[config.mk]
export PLATFORM = sky130hd
export DESIGN_NAME = step_counter
export DESIGN_NICKNAME = d
export VERILOG_FILES = /design/src/rtl/step_counter.sv
export SDC_FILE = /design/constraint.sdc
export NUM_CORES = 1
export LEC_CHECK = 0
export ABC_AREA = 1
export BUFFER_PORTS_ARGS = -buffer_cell sky130_fd_sc_hd__buf_4
export CAP_MARGIN = 20
export CORE_MARGIN = 3
export CORE_UTILIZATION = 55
export CTS_BUF_LIST = sky130_fd_sc_hd__clkbuf_4 sky130_fd_sc_hd__clkbuf_8 sky130_fd_sc_hd__clkbuf_16
export CTS_CLUSTER_DIAMETER = 200
export DETAILED_ROUTE_END_ITERATION = 8
export GPL_TIMING_DRIVEN = 0
export PLACE_DENSITY = 0.85
export SLEW_MARGIN = 30
export SYNTH_ARGS = -nofsm -noshare
export SYNTH_HDL_FRONTEND = slang
export SYNTH_SLANG_ARGS = --single-unit
[constraint.sdc]
create_clock -name clk_i -period 3.1 [get_ports clk_i]
set_clock_uncertainty 0.15 [all_clocks]
set_input_delay 0.155 -clock clk_i [delete_from_list [all_inputs] [get_ports clk_i]]
set_output_delay 0.155 -clock clk_i [all_outputs]
set_load 0.05 [all_outputs]
[src/rtl/step_counter.sv]
// Up/down step counter with a programmable terminal value and wrap or saturate limiting.
// It raises a registered terminal-count pulse and a sticky overflow flag on boundary events.
module step_counter #(
    parameter int unsigned COUNTER_WIDTH = 8,
    parameter int unsigned RESET_VAL     = 0
) (
    input  logic                     clk_i,
    input  logic                     rst_ni,
    input  logic                     clr_i,
    input  logic                     en_i,
    input  logic                     load_i,
    input  logic [COUNTER_WIDTH-1:0] load_val_i,
    input  logic                     dir_i,
    input  logic [COUNTER_WIDTH-1:0] step_i,
    input  logic [COUNTER_WIDTH-1:0] max_i,
    input  logic                     sat_i,
    output logic [COUNTER_WIDTH-1:0] count_o,
    output logic                     tc_o,
    output logic                     ovf_o
);

    localparam logic [COUNTER_WIDTH-1:0] RST_VAL = COUNTER_WIDTH'(RESET_VAL);

    logic [COUNTER_WIDTH-1:0] cnt_q, cnt_d;
    logic                     tc_q, tc_d;
    logic                     ovf_q, ovf_d;
    logic [COUNTER_WIDTH:0]   sum;
    logic [COUNTER_WIDTH-1:0] diff;

    always_comb begin
        cnt_d = cnt_q;
        tc_d  = 1'b0;
        ovf_d = ovf_q;
        sum   = {1'b0, cnt_q} + {1'b0, step_i};
        diff  = cnt_q - step_i;

        if (clr_i) begin
            cnt_d = RST_VAL;
            ovf_d = 1'b0;
        end else if (load_i) begin
            cnt_d = load_val_i;
        end else if (en_i && (step_i != '0)) begin
            if (!dir_i) begin
                // The widened sum also catches a count already above MAX.
                if (sum > {1'b0, max_i}) begin
                    cnt_d = sat_i ? max_i : '0;
                    tc_d  = 1'b1;
                    ovf_d = 1'b1;
                end else begin
                    cnt_d = sum[COUNTER_WIDTH-1:0];
                end
            end else begin
                if (cnt_q < step_i) begin
                    cnt_d = sat_i ? '0 : max_i;
                    tc_d  = 1'b1;
                    ovf_d = 1'b1;
                end else if (diff > max_i) begin
                    // Stepping down from an out-of-range load clamps silently.
                    cnt_d = max_i;
                end else begin
                    cnt_d = diff;
                end
            end
        end
    end

    always_ff @(posedge clk_i) begin
        if (!rst_ni) begin
            cnt_q <= RST_VAL;
            tc_q  <= 1'b0;
            ovf_q <= 1'b0;
        end else begin
            cnt_q <= cnt_d;
            tc_q  <= tc_d;
            ovf_q <= ovf_d;
        end
    end

    assign count_o = cnt_q;
    assign tc_o    = tc_q;
    assign ovf_o   = ovf_q;

endmodule

Word level (Yosys, flattened, before mapping)

Cells that the tools add are included.

Register bits after elaboration: 10
Output and inout port bits: 10
Word-level logic and storage cells: 33

Add/sub/neg operators: 2
Magnitude comparators: 3
Equal/unequal tests: 1
Muxes and demuxes: 14
Bitwise gates (word level): 3
Reductions and logical operators: 7

Operators by type and width:

| kind                                                  | count |
|---|---|
| 2-to-1 mux 8 bit                                      | 8 |
| adder 8 x 8 -> 9 bit                                  | 1 |
| > comparator 9 x 8 -> 1 bit                           | 1 |
| > comparator 8 bit                                    | 1 |
| less-than comparator 8 bit                            | 1 |
| nonzero test 8 bit                                    | 1 |
| subtractor 8 bit                                      | 1 |
| 2-to-1 mux 1 bit                                      | 6 |
| AND reduction 4 bit                                   | 1 |
| nonzero test 2 bit                                    | 2 |
| OR reduction 4 bit                                    | 1 |
| NOT 1 bit                                             | 3 |
| inequality test 2 x 1 -> 1 bit, second input constant | 1 |
| OR reduction 2 bit                                    | 1 |
| logical AND 1 bit                                     | 1 |

Logic depth before layout (Yosys ltp)

Word-level depth: 7
Depth in mapped cells: 26
Mapped depth without buffers: 25

Least setup slack after synthesis

No wires, ideal clock.

Path kind: register to register
From: register cnt_q[2], in the netlist count_o[2]
To: register cnt_q[0], in the netlist count_o[0]
Data arrival time: 2.866 ns
Data required time: 2.830 ns
Slack: -0.035 ns
Cell stages (with the launch flop): 21
Buffers on the path: 2
Path through: dfxtp_1 -> ha_1 -> buf_4 -> a21oi_1 -> nand2_1 -> nand3_1 -> nand2_1 -> xor2_1 -> ha_1 -> a21oi_1 -> o21a_1 -> nand2_1 -> nand2_1 -> buf_2 -> nand2_1 -> nand3_1 -> nand2_1 -> inv_1 -> nand4_1 -> nand2_1 -> a21oi_1

Cells in the longest elaborated chain, start to end: 7
Elaborated cells between the ends (all ways): 11

RTL lines:

| what                   | line | source |
|---|---|---|
| start, declared        | 24   | `logic [COUNTER_WIDTH-1:0] cnt_q, cnt_d;` |
| start signal, assigned | 73   | `cnt_q <= cnt_d;` |
| subtractor 8 bit       | 35   | `diff = cnt_q - step_i;` |
| > comparator 8 bit     | 57   | `end else if (diff > max_i) begin` |
| 2-to-1 mux 8 bit       | 57   |  |
| 2-to-1 mux 8 bit       | 53   | `if (cnt_q < step_i) begin` |
| 2-to-1 mux 8 bit (*)   | 43   | `if (!dir_i) begin` |
| 2-to-1 mux 8 bit (*)   | 42   | `end else if (en_i && (step_i != '0)) begin` |
| 2-to-1 mux 8 bit (*)   | 40   | `end else if (load_i) begin` |

Mark *: on every way between the ends. The rest lies on a longest branch, timed or not. The select of a mux whose other input is x is not followed.
A chain may end at the register's enable or synchronous reset.

Worst setup path after layout

From: register cnt_q[3], in the netlist count_o[3]
To: register cnt_q[0], in the netlist count_o[0]

Same word-level chain as after synthesis.

==> results_dict.tcl <==
set metrics [dict create \
    reg2reg_from "count_o[3]" \
    grt_pass1_wl_mm 9.149 \
    max-cap-violations 0 \
    fin_crit_ns 3.119 \
    fmax_mhz 320.6 \
    cts_buffers 3 \
    grt_overflow 0 \
    dp.cells 433 \
    irDropWorstVdd_uv 305.8 \
    syn-num-nets 410 \
    synthFlopType "dfxtp_1" \
    die_height_microns 68.35 \
    setup_ws_ns -0.01949 \
    cp_common_cell "inv_1" \
    final_cells 446 \
    cts_tree "yes" \
    setup_violations 2 \
    num_rows 22 \
    drt_first_pass_iters 5 \
    tightest_slew_ns 0.4737 \
    cp_num_buf_inv 4 \
    crit_required_ns 3.06 \
    dp_hpwl_mm 4.811 \
    critical_path_class "reg -> reg" \
    io_pins 41 \
    via_per_inst 5.590 \
    final_nets 464 \
    vias 2493 \
    arrival_ns 3.08 \
    crit_chain "ha_1 -> buf_6 -> nor2_4 -> inv_1 -> o211ai_1 -> xor2_1 -> inv_1 -> ha_1 -> nand2_1 -> inv_1 -> nand4_1 -> nand2_4 -> nand2_8 -> nand3b_1 -> nand4_1 -> nand2_1 -> a21oi_2" \
    rr_endpoint "count_o[0]" \
    antenna_cells 0 \
    drv_slew 0 \
    gp_congestion 0.9221 \
    status "finished, violations left" \
    async_reset_ff_frac 0 \
    grt_max_degree 11 \
    first_global_vias 2084 \
    htree_levels 1 \
    core-area_sq_um 3716 \
    timing.critical_path.fanout_max 9 \
    max_stage_delay_ns 0.33 \
    synth_warnings 0 \
    clk_pin_slew_ns 0.05 \
    ctsHoldBuffers 0 \
    synth_cell_type_count 36 \
    drive_above_1_share 0.3065 \
    cts.sinks 10 \
    drt_iter0_drc 250 \
    drc_errors 0 \
    ant_nets 0 \
    hold_viol 0 \
    synth-seq-area-share 0.09362 \
    rrSetupSlack_ns -0.02 \
    final_cell_mix "nand2_1, buf_4, inv_1, nand3_1, ha_1" \
    reg2reg_depth 17 \
    grt.total_usage 0.2585 \
    io_buffers 40 \
    syn_to_final_growth_pct 30.02 \
    startpoint_type "flip-flop" \
    end_kind "flip-flop" \
    rsz0062_at_grt "yes" \
    min_from "clr_i" \
    holdWs_ns 0.02760 \
    final_common_cell "nand2_1" \
    ys_seq_elements 10 \
    clockRootBuffer "clkbuf_8" \
    synth_area_per_cell_sq_um 6.198 \
    die_w_microns 68.35 \
    slew_headroom 0.6800 \
    clock_latency_ns 0.23 \
    synth_cells 345 \
    hp-class "in -> reg" \
    wl_mm 6.223 \
    clk_path_buf_depth 2 \
    floorplan.initialDensity 0.5754 \
    synth_edf_count 0 \
    min_to "ovf_o" \
    slowest_stage "dfxtp_2" \
    die_area_sq_um 4672 \
    syn-cell-area_sq_um 2138 \
    power_leakage_nw 1.504 \
    post_drt_wl_per_cell_microns 13.95 \
    pwr_density_cell_nw_per_um2 325.1 \
    cpLargestDelayFamily "simple AND/OR/NAND/NOR gates" \
    finalCritPeriodShare 1.006 \
    grt_antenna_before_repair 0 \
    violations "negative setup slack" \
    hold_depth 4 \
]
## per-stage QoR
step                      utilization  area [sq um]  total power, mW  TNS (ns)  worst slack, ns
final                          0.7481          2780           0.9039  -0.03848         -0.01949
after global routing           0.7481          2780           0.9726    -1.437          -0.1959
after CTS                      0.7003          2603           0.8256         0          0.01444
after detailed placement       0.6731          2501           0.6500   -0.4139          -0.1220
after global placement         0.6731          2501           0.6395   -0.1742         -0.05514
after floorplan                     -          2141           0.5142         0          0.02183
## state kept, by name, summed over array words and instances (netlist names)
register,cells
ovf_o,1
count_o,8
tc_o,1
## cells by family (layout without fill, tap and decap cells)
kind of cell    count (synthesis)  in the layout  synth area share
buf+inv                        69            121            0.1556
flops                          10             10           0.09362
compound gates                 43             43            0.1281
fa+ha+maj                      34             34            0.2060
xor+xnor                        8              8           0.03277
simple gates                  181            182            0.3839
## cell usage after synthesis, types with 2 or more instances
| cell type | instances | area (sq um) |
|---|---|---|
| ha_1 | 32 | 400.4 |
| nor3_1 | 6 | 30.03 |
| nand3b_1 | 3 | 22.52 |
| buf_4 | 2 | 15.01 |
| fa_1 | 2 | 40.04 |
| nand3_1 | 33 | 165.2 |
| a21oi_1 | 25 | 125.1 |
| clkbuf_8 | 4 | 55.05 |
| nand4_1 | 12 | 75.07 |
| clkinv_1 | 2 | 7.510 |
| inv_1 | 46 | 172.7 |
| xor2_1 | 7 | 61.31 |
| inv_2 | 10 | 37.54 |
| nor2_1 | 24 | 90.09 |
| o21a_1 | 3 | 22.52 |
| nand2_2 | 4 | 25.02 |
| nand2_4 | 3 | 33.78 |
| nand2_1 | 92 | 345.3 |
| a21oi_2 | 2 | 17.52 |
| o21ai_1 | 5 | 25.02 |
| dfxtp_1 | 10 | 200.2 |
| o21ai_2 | 2 | 17.52 |
| buf_6 | 3 | 33.78 |
## cell type report
class                           instances  area, sq um
Buffer                                 10        118.9
Clock buffer                            4        55.05
Fill cell                             306        935.9
Inverter                               59        231.5
Multi-Input combinational cell        267         1744
Sequential cell                        10        210.2
Tap cell                               48        60.06
Timing Repair Buffer                   48        360.3
## power by group
part           leakage, nW  switching [mW]  internal (mW)
registers           0.0845          0.0101          0.136
logic                 1.39           0.360          0.239
clock network       0.0288          0.0477          0.111
total                 1.50           0.417          0.486
## how the worst max path moves through the flow
stage	from	to	slack, ns	cells after the start
after floorplan	count_o[5]	count_o[0]	0.02	21
after global placement	count_o[0]	count_o[6]	-0.06	19
after detailed placement	count_o[0]	count_o[0]	-0.12	21
after CTS	count_o[3]	count_o[0]	0.01	20
after global routing	count_o[3]	count_o[5]	-0.20	18
final	count_o[3]	count_o[0]	-0.02	17
## metal layers
layer / GRT usage / up-vias / part of all wire
met1: 0.3520 / 1109 / 0.44
li1: - / 1222 / -
met2: 0.4284 / 135 / 0.46
met5: 0 / - / 0
met3: 0.02956 / 27 / 0.063
met4: 0.06948 / 0 / 0.037
## what timing repair did
action	CTS	global route
pin swaps	2	18
setup buffers	2	5
resized for setup	11	33
cloned	0	2
setup endpoints to repair	8	10
endpoints found under the hold margin	0	0
## worst min-delay path, stage by stage
cell     delay, ns
buf_4         0.08
nor2_1        0.04
nand2_1       0.05
nand2_1       0.04
Note: power is estimated with default switching activity, not from simulation.
